<file path="src/rtl/crg_pkg.sv">
// Shared types and helpers for the clock/reset generation blocks.
package crg_pkg;

    typedef enum logic [2:0] {
        IDLE,
        HOLD,
        GAP,
        WAIT_ACK,
        DONE,
        ERROR
    } rst_seq_state_e;

    // Bits needed to count up to the larger of two cycle limits, inclusive.
    function automatic int unsigned cnt_width(input int unsigned a, input int unsigned b);
        int unsigned m;
        m = (a > b) ? a : b;
        return (m < 2) ? 1 : $clog2(m + 1);
    endfunction

endpackage

</file>
<file path="src/rtl/sync_bit.sv">
// Multi-flop synchronizer for a single asynchronous bit, resets to 0.
module sync_bit #(
    parameter int unsigned STAGES = 2
) (
    input  logic clk_i,
    input  logic arst_ni,
    input  logic d_i,
    output logic q_o
);

    logic [STAGES-1:0] ff;

    always_ff @(posedge clk_i or negedge arst_ni) begin
        if (!arst_ni) begin
            ff <= '0;
        end else begin
            ff <= {ff[STAGES-2:0], d_i};
        end
    end

    assign q_o = ff[STAGES-1];

endmodule

</file>
<file path="src/rtl/rst_release_seq.sv">
// Releases NUM_RST domain resets in index order, waiting for each domain's
// ack and a fixed gap between releases; supports timeout and re-sequence.
module rst_release_seq
    import crg_pkg::*;
#(
    parameter int unsigned NUM_RST     = 4,
    parameter int unsigned GAP_CYCLES  = 16,
    parameter int unsigned SYNC_STAGES = 2,
    parameter int unsigned ACK_TIMEOUT = 64,
    localparam int unsigned SW = (NUM_RST > 1) ? $clog2(NUM_RST) : 1
) (
    input  logic               clk_i,
    input  logic               arst_ni,
    input  logic               start_i,
    input  logic               sw_rst_req_i,
    input  logic [NUM_RST-1:0] rst_ack_i,
    output logic [NUM_RST-1:0] rst_no,
    output logic               busy_o,
    output logic               done_o,
    output logic               err_o,
    output logic [SW-1:0]      stage_o
);

    localparam int unsigned    CW       = cnt_width(GAP_CYCLES, ACK_TIMEOUT);
    localparam logic [CW-1:0]  GAP_LAST = CW'(GAP_CYCLES - 1);
    localparam logic [CW-1:0]  TO_LAST  = CW'((ACK_TIMEOUT == 0) ? 32'd0 : ACK_TIMEOUT - 1);
    localparam logic [SW-1:0]  IDX_LAST = SW'(NUM_RST - 1);

    rst_seq_state_e     state_q, state_d;
    logic [SW-1:0]      idx_q, idx_d;
    logic [CW-1:0]      cnt_q, cnt_d, cnt_inc;
    logic [NUM_RST-1:0] rst_q, rst_d;
    logic               busy_q, done_q, err_q;
    logic [NUM_RST-1:0] ack_s;

    for (genvar i = 0; i < NUM_RST; i++) begin : g_sync
        sync_bit #(
            .STAGES(SYNC_STAGES)
        ) u_sync (
            .clk_i  (clk_i),
            .arst_ni(arst_ni),
            .d_i    (rst_ack_i[i]),
            .q_o    (ack_s[i])
        );
    end

    assign cnt_inc = (cnt_q == '1) ? cnt_q : cnt_q + CW'(1);

    always_comb begin
        state_d = state_q;
        idx_d   = idx_q;
        cnt_d   = cnt_q;
        rst_d   = rst_q;
        if (state_q != IDLE && !start_i) begin
            state_d = IDLE;
            idx_d   = '0;
            cnt_d   = '0;
            rst_d   = '0;
        end else if (state_q != IDLE && sw_rst_req_i) begin
            state_d = HOLD;
            idx_d   = '0;
            cnt_d   = '0;
            rst_d   = '0;
        end else begin
            case (state_q)
                IDLE: begin
                    if (start_i) begin
                        state_d = GAP;
                        idx_d   = '0;
                        cnt_d   = '0;
                    end
                end
                HOLD: begin
                    if (cnt_q == GAP_LAST) begin
                        state_d = GAP;
                        cnt_d   = '0;
                    end else begin
                        cnt_d = cnt_inc;
                    end
                end
                GAP: begin
                    if (cnt_q == GAP_LAST) begin
                        rst_d[idx_q] = 1'b1;
                        state_d      = WAIT_ACK;
                        cnt_d        = '0;
                    end else begin
                        cnt_d = cnt_inc;
                    end
                end
                WAIT_ACK: begin
                    // An ack arriving on the timeout cycle still counts as success.
                    if (ack_s[idx_q]) begin
                        cnt_d = '0;
                        if (idx_q == IDX_LAST) begin
                            state_d = DONE;
                            rst_d   = '1;
                        end else begin
                            state_d = GAP;
                            idx_d   = idx_q + SW'(1);
                        end
                    end else if (ACK_TIMEOUT != 0 && cnt_q == TO_LAST) begin
                        state_d = ERROR;
                    end else begin
                        cnt_d = cnt_inc;
                    end
                end
                default: ;
            endcase
        end
    end

    always_ff @(posedge clk_i or negedge arst_ni) begin
        if (!arst_ni) begin
            state_q <= IDLE;
            idx_q   <= '0;
            cnt_q   <= '0;
            rst_q   <= '0;
            busy_q  <= 1'b0;
            done_q  <= 1'b0;
            err_q   <= 1'b0;
        end else begin
            state_q <= state_d;
            idx_q   <= idx_d;
            cnt_q   <= cnt_d;
            rst_q   <= rst_d;
            busy_q  <= (state_d == HOLD) || (state_d == GAP) || (state_d == WAIT_ACK);
            done_q  <= (state_d == DONE);
            err_q   <= (state_d == ERROR);
        end
    end

    assign rst_no  = rst_q;
    assign busy_o  = busy_q;
    assign done_o  = done_q;
    assign err_o   = err_q;
    assign stage_o = idx_q;

endmodule

</file>
<file path="config.mk">
export PLATFORM = sky130hd
export DESIGN_NAME = rst_release_seq
export DESIGN_NICKNAME = d
export VERILOG_FILES = /design/src/rtl/crg_pkg.sv /design/src/rtl/sync_bit.sv /design/src/rtl/rst_release_seq.sv
export SDC_FILE = /design/constraint.sdc
export NUM_CORES = 1
export LEC_CHECK = 0
export CORE_MARGIN = 2
export CORE_UTILIZATION = 54
export DETAILED_ROUTE_END_ITERATION = 12
export PLACE_DENSITY = 0.75
export SYNTH_ARGS = -nofsm -noshare
export SYNTH_HDL_FRONTEND = slang
export SYNTH_SLANG_ARGS = --single-unit
</file>
<file path="constraint.sdc">
create_clock -name clk_i -period 2.2 [get_ports clk_i]
set_input_delay 0.22 -clock clk_i [delete_from_list [all_inputs] [get_ports clk_i]]
set_output_delay 0.22 -clock clk_i [all_outputs]
set_load 0.02 [all_outputs]
</file>
==> summary.txt <==
Clock network
  • CTS H-Tree Depth: 1
  • Cts repair resizes: 0
  • Hold buffer count at CTS: 0
  • Clock latency on the worst-skew pair: 0.34 ns
  • Setup Buffers After CTS: 0
  • CTS tree: built
  • Reg clk slew, reported paths: 0.15 ns
  • CTS buffer count: 3
  • Clock root cell: clkbuf_4
  • Clk buf depth: 2
  • # clock sinks: 27

Worst setup path
  • Critical path endpoint category: register
  • Critical path required time: 2.49 ns
  • Critical path launch point type: register
  • Crit Path Max Fanout: 6
  • Setup Crit Path Kind: register to register
  • Crit path DAT: 2.34 ns

Drt
  • WL per Instance: 14.5 um
  • Drt pass-1 iters: 4
  • Routed vias: 1067
  • Vias per inst: 5.80
  • DR DRC count: 0
  • Final ANT Viol Nets: 0
  • Total wire length: 2670 um
  • 1st-iter DRT viols: 21

Layout
  • Diode count: 0
  • Register area: 676 um^2
  • Final Net Count: 168
  • Area of the multi-input gates: 644 um^2
  • Area delta synth->final: 18.0%
  • Finished Layout Cells: 184
  • Most frequent cells in the layout: dfrtp_1 (27), clkdlybuf4s50_1 (16), nor2_1 (14), nor3_1 (9), a21oi_1 (8)
  • Commonest non-fill, non-tap cell in the layout: dfrtp_1
  • Share of layout cells above drive strength 1: 0.136
  • Layout filler cell count: 196

Global routing
  • Initial antenna violation count: 0
  • GRT Total Usage: 0.213
  • Number of global-route vias before repair: 1003
  • Largest net degree at the start of global routing: 28
  • First-pass GRT wire length: 4430 um
  • Grt ovf: 0

Synth
  • Syn_nets: 147
  • Post-Syn Area: 1360 um^2
  • Simple-gate share of the synthesized area: 0.218
  • Top cell type's share of synthesized area: 0.496
  • Largest family of logic cells by synthesized area: simple AND/OR/NAND/NOR gates
  • Synth Area in Compound Gates: 0.193
  • Synth area leader: dfrtp_1
  • Synth Area in XOR/XNOR: 0
  • Seq/Total Area, Yosys: 0.496
  • Syn Area/Cell: 10.2 um^2
  • Fraction of registers with async set/reset: 1.00
  • Synth area leaders: dfrtp_1 (50%), ha_1 (4.6%), nor2_1 (3.9%)
  • Post-Synth Adder-Cell Area: 0.0459
  • Cell variety after synth: 37
  • Mux share of post-synthesis cell area: 0.0165
  • Cell count after synthesis: 134
  • Synthesis-stage register bit count: 27
  • Main flop type after synthesis: dfrtp_1
  • Number of synthesized flops with an enable pin: 0
  • Warnings from Yosys: 0

STA
  • Final setup TNS: 0 ns
  • Fin. max-slew vios: 0
  • Unrepaired setup endpoints after global routing: false
  • Max Clock Skew: 0.00353 ns
  • Max Fclk: 0.489 GHz
  • Worst slew pin tran: 0.544 ns
  • Min cycle time layout: 2.05 ns
  • Period utilisation layout: 0.930
  • Setup WS post-layout: 0.154 ns
  • Fin. Hold Viols: 0
  • Final setup fails: 0
  • Slew Limit Headroom: 0.635

Status
  • Status: complete, no violations

Pwr
  • Worst vdd rail ir drop: 0.496 mV
  • Sw Pwr: 279 uW
  • Logic pwr share: 0.197
  • Clock power share: 0.240
  • Total power: 944 uW
  • P per Cell Area: 587 nW/um^2
  • Net switching fraction of the power: 0.295
  • Sequential power share: 0.563
  • Internal: 666 uW
  • Leakage power total: 0.679 nW

Floorplan
  • Die area: 2940 um^2
  • Initial Util: 0.560
  • Die width: 54.2 um
  • Io pins: 17
  • Core Box Area: 2430 um^2
  • Die H: 54.2 um
  • Row count: 18

Run
  • Max Cap Viol: 0

Placement
  • Placed cells: 180
  • IO Port Bufs: 16
  • Pre-CTS WS: 0.0793 ns
  • Detail Placement HPWL: 1990 um
  • GPL Wtd Cong: 0.811

Min path
  • Class of the worst hold path: primary input to asynchronous set/reset pin
==> synth_stat cells, drive strengths merged, types with 2 or more instances <==
cell type and n:
a211oi 2, a21oi 10, a22o 2, a31o 3, and2 2, and3 6
buf 2, clkbuf 3, dfrtp 27, ha 5, inv 6, nand2 5
nand2b 4, nand3 2, nand4 4, nor2 14, nor2b 2, nor3 9
o21a 7, o21ai 4, o31ai 3
==> final timing paths <==
path	start	to	slack, ns	cells past startpoint
worst max-delay path	stage_o[0]	cnt_q[1]	0.15	6
worst max register to register	stage_o[0]	cnt_q[1]	0.15	6
worst min register to register	g_sync[0].u_sync.ff[0]	g_sync[0].u_sync.ff[1]	0.37	0
min in group clk_i	rst_ack_i[2]	g_sync[2].u_sync.ff[0]	0.30	1
worst min-delay path	arst_ni	rst_no[0]	0.22	2
max in group asynchronous	arst_ni	g_sync[1].u_sync.ff[1]	1.73	2
==> critical path: stages (launching register included) <==
cell      delay [ns]
dfrtp_1         0.46
mux4_2          0.57
buf_4           0.18
nor3_1          0.18
nor2_1          0.14
a211oi_1        0.26
a32o_1          0.20
==> sequential cells by signal, indices dropped and copies added, names as in the netlist <==
name and flops:
done_o 1, g_sync.u_sync.ff 8, stage_o 2, err_o 1
busy_o 1, state_q 3, cnt_q 7, rst_no 4
==> stage by stage <==
stage,util,hold WS [ns],instance area (um^2)
final,0.661,0.223,1610
after global routing,0.661,0.272,1610
after CTS,0.661,0.228,1610
after detailed placement,0.649,0.337,1580
after global placement,0.649,0.332,1580
after floorplan,-,-0.0756,1360
==> layer usage <==
metal	GRT usage	part of all wire	vias to the layer above
met1	0.263	0.43	513
met3	0.0437	0.043	5
li1	-	-	526
met5	0	0	-
met4	0.0625	0.010	0
met2	0.373	0.51	23
==> power by group through the flow <==
stage | logic [mW] | registers [mW] | clock network [mW]
CTS | 0.187 | 0.532 | 0.232
floorplan | 0.116 | 0.541 | 0
detailed placement | 0.185 | 0.541 | 0
global placement | 0.180 | 0.540 | 0
global route | 0.209 | 0.534 | 0.255
finish | 0.186 | 0.532 | 0.227
==> logic make-up after synthesis <==
kind of cell / after synthesis
and+or+nand+nor: 53
AOI/OAI and AO/OA: 37
DFF: 27
buffers and inverters: 11
adders and majority gates: 5
muxes: 1
==> layout make-up <==
type	instances	area share
Inverter	6	0.0140
Multi-Input combinational cell	96	0.401
Tap cell	30	0.0233
Clock inverter	1	0.00467
Timing Repair Buffer	21	0.123
Sequential cell	27	0.420
Clock buffer	3	0.0140
Power figures use the tool's default switching activity.
